**config.mk**
```make
export PLATFORM = sky130hd
export DESIGN_NAME = spi_host_fifo
export DESIGN_NICKNAME = d
export VERILOG_FILES = /design/src/rtl/spi_host_fifo.sv
export SDC_FILE = /design/constraint.sdc
export NUM_CORES = 1
export LEC_CHECK = 0
export BUFFER_PORTS_ARGS = -buffer_cell sky130_fd_sc_hd__buf_2
export CAP_MARGIN = 20
export CORE_MARGIN = 2
export CORE_UTILIZATION = 59
export CTS_CLUSTER_DIAMETER = 40
export DETAILED_ROUTE_END_ITERATION = 7
export GPL_ROUTABILITY_DRIVEN = 0
export GPL_TIMING_DRIVEN = 0
export HOLD_SLACK_MARGIN = 0.1
export PLACE_DENSITY = 0.8
export SYNTH_ARGS = -nofsm -noshare
export SYNTH_HDL_FRONTEND = slang
export SYNTH_SLANG_ARGS = --single-unit
```
**constraint.sdc**
```tcl
create_clock -name clk_i -period 8.2 [get_ports clk_i]
set_clock_uncertainty 0.15 [all_clocks]
set_input_delay 0.41 -clock clk_i [delete_from_list [all_inputs] [get_ports clk_i]]
set_output_delay 0.41 -clock clk_i [all_outputs]
set_load 0.03 [all_outputs]
```
**src/rtl/spi_host_fifo.sv**
```systemverilog
// SPI host controller behind a simple register bus.
// Frames written to TXDATA are queued in a TX FIFO and shifted out back-to-back
// on the selected slave. Each received frame is queued in an RX FIFO.
// CPOL, CPHA and LSB-first are configurable and latched at the start of each frame.
// Frame sequence: SETUP, 2*XFER_W sclk edges, HOLD, GAP. Each step lasts (DIV+1) clk cycles.
module spi_host_fifo #(
    parameter int AW     = 8,
    parameter int XFER_W = 8,
    parameter int SS_NB  = 8,
    parameter int FIFO_D = 8
) (
    input  logic             clk_i,
    input  logic             rst_i,
    input  logic [AW-1:0]    addr_i,
    input  logic [31:0]      wdata_i,
    input  logic [3:0]       be_i,
    input  logic             we_i,
    input  logic             re_i,
    output logic [31:0]      rdata_o,
    output logic             error_o,
    output logic             intr_o,
    output logic [SS_NB-1:0] ss_o,
    output logic             sclk_o,
    output logic             sd_o,
    input  logic             sd_i
);
    localparam int SSW = (SS_NB > 1) ? $clog2(SS_NB) : 1;
    localparam int PW  = $clog2(FIFO_D);
    localparam int EW  = $clog2(2 * XFER_W) + 1;
    localparam logic [EW-1:0] LAST_EDGE = EW'(2 * XFER_W - 1);
    localparam logic [PW:0]   FULL_LVL  = (PW+1)'(FIFO_D);

    localparam logic [2:0] R_CTRL    = 3'd0;
    localparam logic [2:0] R_STATUS  = 3'd1;
    localparam logic [2:0] R_DIV     = 3'd2;
    localparam logic [2:0] R_SSSEL   = 3'd3;
    localparam logic [2:0] R_TXDATA  = 3'd4;
    localparam logic [2:0] R_RXDATA  = 3'd5;
    localparam logic [2:0] R_INTR_EN = 3'd6;
    localparam logic [2:0] R_INTR_ST = 3'd7;

    typedef enum logic [2:0] {
        ST_IDLE, ST_SETUP, ST_SHIFT, ST_HOLD, ST_GAP
    } state_t;

    state_t state;

    // Software-visible registers. ctrl = {LSB, CPHA, CPOL, EN}
    logic [3:0]     ctrl;
    logic [15:0]    div;
    logic [SSW-1:0] sssel;
    logic [2:0]     intr_en;
    logic [2:0]     intr_state;

    // Per-frame copies, so that register writes during a frame apply to the next frame only
    logic           cpha_q;
    logic           lsb_q;
    logic [15:0]    div_q;

    logic [15:0]       cnt;
    logic [EW-1:0]     edge_cnt;
    logic [XFER_W-1:0] tx_sr;
    logic [XFER_W-1:0] rx_sr;

    // FIFO storage and bookkeeping
    logic [XFER_W-1:0] tx_mem [FIFO_D];
    logic [XFER_W-1:0] rx_mem [FIFO_D];
    logic [PW-1:0]     tx_wp, tx_rp, rx_wp, rx_rp;
    logic [PW:0]       tx_lvl, rx_lvl;
    logic              tx_empty, tx_full, rx_empty, rx_full;

    logic        mapped, reg_we, reg_re;
    logic [2:0]  idx;
    logic        start, frame_done, busy;
    logic        tx_req, tx_push, tx_ovf;
    logic        rx_pop, rx_push, rx_ovf;
    logic [2:0]  w1c, hw_set;
    logic        sample_edge;
    logic [SS_NB-1:0]  ss_sel;
    logic [XFER_W-1:0] tx_head;
    logic        unused_bits;

    function automatic logic [XFER_W-1:0] shift_out(input logic [XFER_W-1:0] v, input logic lsb);
        return lsb ? (v >> 1) : (v << 1);
    endfunction

    function automatic logic head_bit(input logic [XFER_W-1:0] v, input logic lsb);
        return lsb ? v[0] : v[XFER_W-1];
    endfunction

    // Address decode. Only 8 word registers exist, so any higher address bit set means unmapped.
    assign mapped  = ~|addr_i[AW-1:5];
    assign idx     = addr_i[4:2];
    assign reg_we  = we_i & mapped;
    assign reg_re  = re_i & mapped;
    assign error_o = (re_i & ~mapped) |
                     (we_i & (~mapped | (idx == R_STATUS) | (idx == R_RXDATA)));

    assign tx_empty = (tx_lvl == '0);
    assign tx_full  = (tx_lvl == FULL_LVL);
    assign rx_empty = (rx_lvl == '0);
    assign rx_full  = (rx_lvl == FULL_LVL);
    assign busy     = (state != ST_IDLE);
    assign tx_head  = tx_mem[tx_rp];

    assign start      = (state == ST_IDLE) & ctrl[0] & ~tx_empty;
    assign frame_done = (state == ST_HOLD) & (cnt == div_q);

    // A full FIFO still accepts a push in the same cycle as a pop, so the level stays unchanged
    assign tx_req  = reg_we & (idx == R_TXDATA) & be_i[0];
    assign tx_push = tx_req & (~tx_full | start);
    assign tx_ovf  = tx_req & ~tx_push;
    assign rx_pop  = reg_re & (idx == R_RXDATA) & ~rx_empty;
    assign rx_push = frame_done & (~rx_full | rx_pop);
    assign rx_ovf  = frame_done & ~rx_push;

    assign w1c    = (reg_we & be_i[0] & (idx == R_INTR_ST)) ? wdata_i[2:0] : 3'b000;
    assign hw_set = {rx_ovf, tx_ovf, frame_done};

    // Edges are numbered from 1. Odd edges are leading edges.
    assign sample_edge = cpha_q ? edge_cnt[0] : ~edge_cnt[0];

    assign unused_bits = ^{addr_i[1:0], wdata_i, be_i[3:2]};

    // Active-low one-hot select for the currently programmed slave
    always_comb begin
        ss_sel = '1;
        for (int i = 0; i < SS_NB; i++) ss_sel[i] = (SSW'(i) != sssel);
    end

    // Register read mux. Reads of write-only and unmapped registers return 0.
    always_comb begin
        rdata_o = '0;
        if (mapped) begin
            case (idx)
                R_CTRL:    rdata_o[3:0] = ctrl;
                R_STATUS:  rdata_o = {8'h00, 8'(rx_lvl), 8'(tx_lvl), 3'b000,
                                      rx_empty, rx_full, tx_empty, tx_full, busy};
                R_DIV:     rdata_o[15:0] = div;
                R_SSSEL:   rdata_o[SSW-1:0] = sssel;
                R_RXDATA:  if (!rx_empty) rdata_o[XFER_W-1:0] = rx_mem[rx_rp];
                R_INTR_EN: rdata_o[2:0] = intr_en;
                R_INTR_ST: rdata_o[2:0] = intr_state;
                default:   rdata_o = '0;
            endcase
        end
    end

    // Control registers and interrupts. A hardware set wins over a same-cycle W1C.
    always_ff @(posedge clk_i or posedge rst_i) begin
        if (rst_i) begin
            ctrl       <= '0;
            div        <= '0;
            sssel      <= '0;
            intr_en    <= '0;
            intr_state <= '0;
            intr_o     <= 1'b0;
        end else begin
            if (reg_we && be_i[0]) begin
                case (idx)
                    R_CTRL:    ctrl <= wdata_i[3:0];
                    R_DIV:     div[7:0] <= wdata_i[7:0];
                    R_SSSEL:   sssel <= wdata_i[SSW-1:0];
                    R_INTR_EN: intr_en <= wdata_i[2:0];
                    default:   ;
                endcase
            end
            if (reg_we && be_i[1] && idx == R_DIV) div[15:8] <= wdata_i[15:8];
            intr_state <= (intr_state & ~w1c) | hw_set;
            intr_o     <= |(intr_state & intr_en);
        end
    end

    // TX FIFO pointers. Reset discards the contents by clearing the pointers.
    always_ff @(posedge clk_i or posedge rst_i) begin
        if (rst_i) begin
            tx_wp  <= '0;
            tx_rp  <= '0;
            tx_lvl <= '0;
        end else begin
            if (tx_push) tx_wp <= tx_wp + 1'b1;
            if (start)   tx_rp <= tx_rp + 1'b1;
            if (tx_push && !start)      tx_lvl <= tx_lvl + 1'b1;
            else if (!tx_push && start) tx_lvl <= tx_lvl - 1'b1;
        end
    end

    // TX FIFO storage
    always_ff @(posedge clk_i) begin
        if (tx_push) tx_mem[tx_wp] <= wdata_i[XFER_W-1:0];
    end

    // RX FIFO pointers. The FSM pushes into this FIFO and register reads pop from it.
    always_ff @(posedge clk_i or posedge rst_i) begin
        if (rst_i) begin
            rx_wp  <= '0;
            rx_rp  <= '0;
            rx_lvl <= '0;
        end else begin
            if (rx_push) rx_wp <= rx_wp + 1'b1;
            if (rx_pop)  rx_rp <= rx_rp + 1'b1;
            if (rx_push && !rx_pop)      rx_lvl <= rx_lvl + 1'b1;
            else if (!rx_push && rx_pop) rx_lvl <= rx_lvl - 1'b1;
        end
    end

    // RX FIFO storage. The shift register holds the complete frame once the FSM is in HOLD.
    always_ff @(posedge clk_i) begin
        if (rx_push) rx_mem[rx_wp] <= rx_sr;
    end

    // Frame sequencer. Drives registered ss_o, sclk_o and sd_o.
    always_ff @(posedge clk_i or posedge rst_i) begin
        if (rst_i) begin
            state    <= ST_IDLE;
            ss_o     <= '1;
            sclk_o   <= 1'b0;
            sd_o     <= 1'b0;
            cnt      <= '0;
            edge_cnt <= '0;
            tx_sr    <= '0;
            rx_sr    <= '0;
            cpha_q   <= 1'b0;
            lsb_q    <= 1'b0;
            div_q    <= '0;
        end else begin
            case (state)
                ST_IDLE: begin
                    sclk_o <= ctrl[1];
                    if (start) begin
                        cpha_q   <= ctrl[2];
                        lsb_q    <= ctrl[3];
                        div_q    <= div;
                        ss_o     <= ss_sel;
                        cnt      <= '0;
                        edge_cnt <= '0;
                        rx_sr    <= '0;
                        if (ctrl[2]) begin
                            // CPHA=1: the first bit is driven on the first leading edge
                            tx_sr <= tx_head;
                            sd_o  <= 1'b0;
                        end else begin
                            // CPHA=0: the first bit must be valid before the first edge
                            tx_sr <= shift_out(tx_head, ctrl[3]);
                            sd_o  <= head_bit(tx_head, ctrl[3]);
                        end
                        state <= ST_SETUP;
                    end
                end
                ST_SETUP: begin
                    if (cnt == div_q) begin
                        cnt   <= '0;
                        state <= ST_SHIFT;
                    end else cnt <= cnt + 1'b1;
                end
                ST_SHIFT: begin
                    if (cnt == div_q) begin
                        cnt      <= '0;
                        sclk_o   <= ~sclk_o;
                        edge_cnt <= edge_cnt + 1'b1;
                        if (sample_edge) begin
                            rx_sr <= lsb_q ? {sd_i, rx_sr[XFER_W-1:1]} : {rx_sr[XFER_W-2:0], sd_i};
                        end else begin
                            sd_o  <= head_bit(tx_sr, lsb_q);
                            tx_sr <= shift_out(tx_sr, lsb_q);
                        end
                        if (edge_cnt == LAST_EDGE) state <= ST_HOLD;
                    end else cnt <= cnt + 1'b1;
                end
                ST_HOLD: begin
                    if (cnt == div_q) begin
                        cnt   <= '0;
                        ss_o  <= '1;
                        state <= ST_GAP;
                    end else cnt <= cnt + 1'b1;
                end
                ST_GAP: begin
                    if (cnt == div_q) begin
                        cnt   <= '0;
                        state <= ST_IDLE;
                    end else cnt <= cnt + 1'b1;
                end
                default: state <= ST_IDLE;
            endcase
        end
    end
endmodule

```
; After elaboration in Yosys (flattened, before gate mapping)
; Memories as Yosys holds them, arrays and structs flattened.
; Cells that the tools add are included.
[word_totals]
regBits = 118
mem_bits_rw = 128
input_bits = 49
output_inout_bits = 44
word_cells = 192
memories = 2
[mem_list]
columns = memory, depth, word_bits, read_ports, rd_ports_with_merged_regs, write_ports, line_no
row1 = rx_mem, 8, 8, 1, 0, 1, 67  ; logic [XFER_W-1:0] rx_mem [FIFO_D];
row2 = tx_mem, 8, 8, 1, 0, 1, 66  ; logic [XFER_W-1:0] tx_mem [FIFO_D];
[classes]
n_addsub = 10
eq_ne = 30
muxes = 54
bitwise_logic = 34
n_reduce_logical = 38
[op_table]
columns = op, count
row1 = 8-bit two-way mux, 13
row2 = 8-bit one-hot mux with 2 select lines, 4
row3 = 16-bit two-way mux, 2
row4 = 16-bit one-hot mux with 2 select lines, 1
row5 = 3-bit two-way mux, 7
row6 = 3-bit one-hot mux with 7 select lines, 1
row7 = 20-bit two-way mux, 1
row8 = 4-bit two-way mux, 5
row9 = 1-bit AND, 17
row10 = "16-bit by 1-bit adder with 16-bit output, second input constant", 1
row11 = 16-bit equality test, 1
row12 = "3-bit equality test, second input constant", 5
row13 = 3-bit one-hot mux with 5 select lines, 1
row14 = "2-bit inequality test, second input constant", 7
row15 = 2-bit AND reduction, 7
row16 = "3-bit by 1-bit adder with 3-bit output, second input constant", 4
row17 = "3-bit by 2-bit equality test with 1-bit output, second input constant", 4
row18 = 1-bit two-way mux, 12
row19 = "3-bit inequality test, first input constant", 4
row20 = 4-bit one-hot mux with 3 select lines, 1
row21 = 5-bit two-way mux, 2
row22 = 5-bit one-hot mux with 2 select lines, 1
row23 = 2-bit nonzero test, 5
row24 = "4-bit by 1-bit adder with 4-bit output, second input constant", 2
row25 = 25 further kinds, 58

; Longest topological paths before layout
[logic_depth]
depth_word = 11
ltp_mapped = 14

; Worst setup path after synthesis
; Ideal clock, no wire load.
[synth_timing]
kind = reg-to-reg
start = register tx_lvl[0]
end = register tx_lvl[3]
setup_ps = 125
t_arrival_ps = 2898
t_required_ps = 7925
path_slack_ps = 5027
path_stages_with_launch = 14
n_path_buf = 2
path_cell_list = dfrtp_1 -> or4_1 -> and3_1 -> buf_6 -> clkinv_1 -> clkbuf_1 -> ha_1 -> inv_1 -> ha_1 -> a21o_1 -> a21oi_1 -> xnor2_1 -> nor2_1 -> xor2_1
[synth_via]
elab_chain_cells = 8
[synth_rtl]
columns = element, line_no
row1 = "start, declared", 69  ; logic [PW:0] tx_lvl, rx_lvl;
row2 = "start signal, assigned", 183  ; if (tx_push && !start) tx_lvl <= tx_lvl + 1'b1;
row3 = "start signal, assigned", 184  ; else if (!tx_push && start) tx_lvl <= tx_lvl - 1'b1;
row4 = 4-bit zero test, 99  ; assign tx_empty = (tx_lvl == '0);
row5 = 1-bit inverter, 106  ; assign start = (state == ST_IDLE) & ctrl[0] & ~tx_empty;
row6 = 1-bit AND, 106
row7 = 1-bit OR, 111  ; assign tx_push = tx_req & (~tx_full | start);
row8 = 1-bit AND, 111
row9 = 1-bit zero test, 184
row10 = 1-bit logical AND, 184
row11 = 2-bit nonzero test (no source line), n/a
; Several ways; a longest one is shown, not always the timed one. The select of a mux whose other input is x is not followed.
; A chain may end at the register's enable or synchronous reset.

; Final worst setup path
[layout_timing]
start = register cnt[8]
end = memory rx_mem[1][2], enable pin
[layout_via]
elab_chain_cells = 5
[layout_rtl]
columns = element, line_no
row1 = "start, declared", 60  ; logic [15:0] cnt;
row2 = "start signal, assigned", 254  ; end else cnt <= cnt + 1'b1;
row3 = "start signal, assigned", 268  ; end else cnt <= cnt + 1'b1;
row4 = "start signal, assigned", 275  ; end else cnt <= cnt + 1'b1;
row5 = 16-bit equality test, 107  ; assign frame_done = (state == ST_HOLD) & (cnt == div_q);
row6 = 1-bit AND, 107
row7 = 1-bit AND, 114  ; assign rx_push = frame_done & (~rx_full | rx_pop);
row8 = 1-bit two-way mux, 209  ; if (rx_push) rx_mem[rx_wp] <= rx_sr;
row9 = 1-bit two-way mux (implied by the code), 209
row10 = "end, declared", 67
; No other way between the ends.

==> metrics <==
Crit Reg-Reg Endpoint rx_mem[1][2]$_DFFE_PP_; drt total wl 25100 µm; HPWL Detailed 16800 µm; most common cell after layout, fill and taps aside edfxtp_1; layout cell share with drive strength beyond 1 26.6%; mux cell area share after synthesis 15.9%; Die W 142 µm; gr ovfl total 0; synth warn 0; Placed Cells 1141; routed via count 7276; Data required, critical path 8260 ps; Unique masters post-synth 63; Post-synth EDFFs 128; largest net degree at the start of global routing 91; IO Count 93; Synth Cell Area 11300 µm²; nets 1023; vias per cell 5.97; r2r startpoint cnt[8]$_DFFE_PP0P_; area leader, netlist edfxtp_1; drt first pass iters 5; r2r worst-path depth 8; # diodes 0; area delta synth->final 18.0%; setup TNS 0 ps; wire per inst 20.6 µm; CTS tree built; Worst Hold End tx_mem[7][3]$_DFFE_PP_; P_leak 5.54 nW; actual slew at the worst max-slew pin 972 ps; clock tree sinks 246; first-pass GRT wire length 40100 µm; total global-route track usage 25.9%; DRT iter0 DRCs 566; complex-gate fraction of the synthesized area 4.66%; core area 18800 µm²; Hold Fails Final Rpt 0; CTS buffer count 35; htree depth 2; row count 50; maximum VDD drop 218 µV; register area share after synthesis 60.2%; Root Buffer Master clkbuf_16; Final Cycle Share 45.6%; RSZ-0062 raised after global routing false; post-CTS resize count 0; minimum clock period 3740 ps; xor-xnor portion of the synthesized cell area 3.56%; WHS Path Cells 1; most frequent cells in the layout edfxtp_1 (128), dfrtp_1 (110), nand2_1 (95); clock slew at reported path FFs 60 ps; number of global-route vias before repair 7311; clk_lat worst skew 500 ps; Worst EP arrival 3800 ps; final setup violation count 0; Synth Area in Simple Gates 11.2%; reg2reg setup slack 4460 ps; CP startpoint kind flip-flop; average size of a mapped cell 13.6 µm²; HP Class in -> reg; Crit Path Class reg -> reg; Die ar. 20300 µm²; critical path capture point type flip-flop; Layout Utilization 71.1%; max-cap violation count 0; antenna-violating nets left 0; largest family of logic cells by synthesized area multiplexers; Post-Synth Adder-Cell Area 1.79%; DRC Markers 0; FF+latch count, synth 246; clock buffer depth 3; port buffer count 60; Synth top area share 34.0%; top_reg_cell synth edfxtp_1; fin cells 1218; fmax 0.267 GHz; initial antenna violation count 0; die height 142 µm; Hold Crit Start wdata_i[3]; post-synthesis cell count 831; Max-slew headroom 34.9%; design area 13300 µm²; Starting Density 60.2%; postcts setup bufs 0; async set or reset register ratio after synthesis 48.0%; main area contributors after synthesis edfxtp_1 (34%), dfrtp_1 (24%), mux4_2 (6.6%); total power divided by cell area 323 nW/µm²; crit path max fanout 10; max-slew violations 0; Post-DP Area 12000 µm²; status complete, no violations
-- worst max-delay path, stage by stage (launching register included) --
cell,delay (ps)
dfrtp_1,440
xor2_1,180
nor4_1,470
and4_2,360
buf_2,280
buf_2,310
nand4_1,240
nor3_1,730
buf_4,300
-- sequential cells by signal (all words and copies together) (netlist names), 8 cells and up --
name and flops:
rx_mem 64, tx_mem 64, cnt 16, div 16
div_q 16, rx_sr 8, ss_o 8, tx_sr 8
-- worst max path at each step --
stage,to,slack (ps),start
2_1_floorplan,cnt[0]$_DFFE_PP0P_,4520,rst_i
3_3_place_gp,rx_sr[5]$_DFFE_PP0P_,3050,rst_i
3_5_place_dp,rx_mem[0][2]$_DFFE_PP_,4520,cnt[8]$_DFFE_PP0P_
4_1_cts,rx_mem[1][2]$_DFFE_PP_,4530,cnt[8]$_DFFE_PP0P_
5_1_grt,tx_lvl[3]$_DFFE_PP0P_,4250,state[2]$_DFFE_PP0P_
6_report,rx_mem[1][2]$_DFFE_PP_,4460,cnt[8]$_DFFE_PP0P_
-- metal layers --
metal  global-route usage, %  vias up  share of wire (%)
li1                        -     3324                  -
met1                    35.0     3639                 42
met2                    42.6      256                 50
met3                    4.85       57                5.6
met4                    9.59        0                2.9
met5                       0        -                  0
-- metrics by stage --
| stage | power [mW] | worst slack [ps] | hold slack, ps |
|---|---|---|---|
| final | 4.30 | 4460 | 115 |
| after global routing | 4.50 | 4250 | 117 |
| after CTS | 4.32 | 4530 | 102 |
| after detailed placement | 2.78 | 4520 | 249 |
| after global placement | 2.74 | 3050 | 325 |
| after floorplan | 2.49 | 4520 | 299 |
-- final cells by class --
| class | count | area [µm²] |
|---|---|---|
| buffer | 50 | 264 |
| clock buffer | 40 | 925 |
| clock inverter | 22 | 265 |
| fill | 1217 | 5430 |
| inverter | 10 | 42.5 |
| multi-input combinational | 536 | 4240 |
| sequential | 246 | 6810 |
| tap | 234 | 293 |
| timing repair buffer | 80 | 503 |
-- cells in the mapped netlist, drive strengths merged (14+ instances only) --
master,instances
clkbuf,20
mux4,33
buf,30
nand3,17
mux2,57
nor2,56
mux2i,41
dfrtp,110
edfxtp,128
xnor2,14
and3,14
nand2,95
nor3,15
xor2,32
-- cell families (layout without fill, tap and decap cells) --
family,count (synthesis),in the layout
mux,131,131
simple gates,261,261
buf+inv,60,202
flops,246,246
other cells,1,12
xor+xnor,46,46
compound gates,71,71
fa+ha+maj,15,15
-- timing repair --
action                                 in CTS  in global routing
setup endpoints to repair                   0                  0
endpoints found under the hold margin      71                  0
hold buffers                               15                  0
-- where the power goes --
group,switching (mW),total [mW],leakage (nW),internal (mW)
Combinational,0.612,1.10,2.25,0.487
Sequential,0.182,1.69,2.70,1.51
Clock,0.563,1.52,0.582,0.954
Total,1.36,4.30,5.54,2.95
No activity file was read; power rests on OpenSTA's default activity.
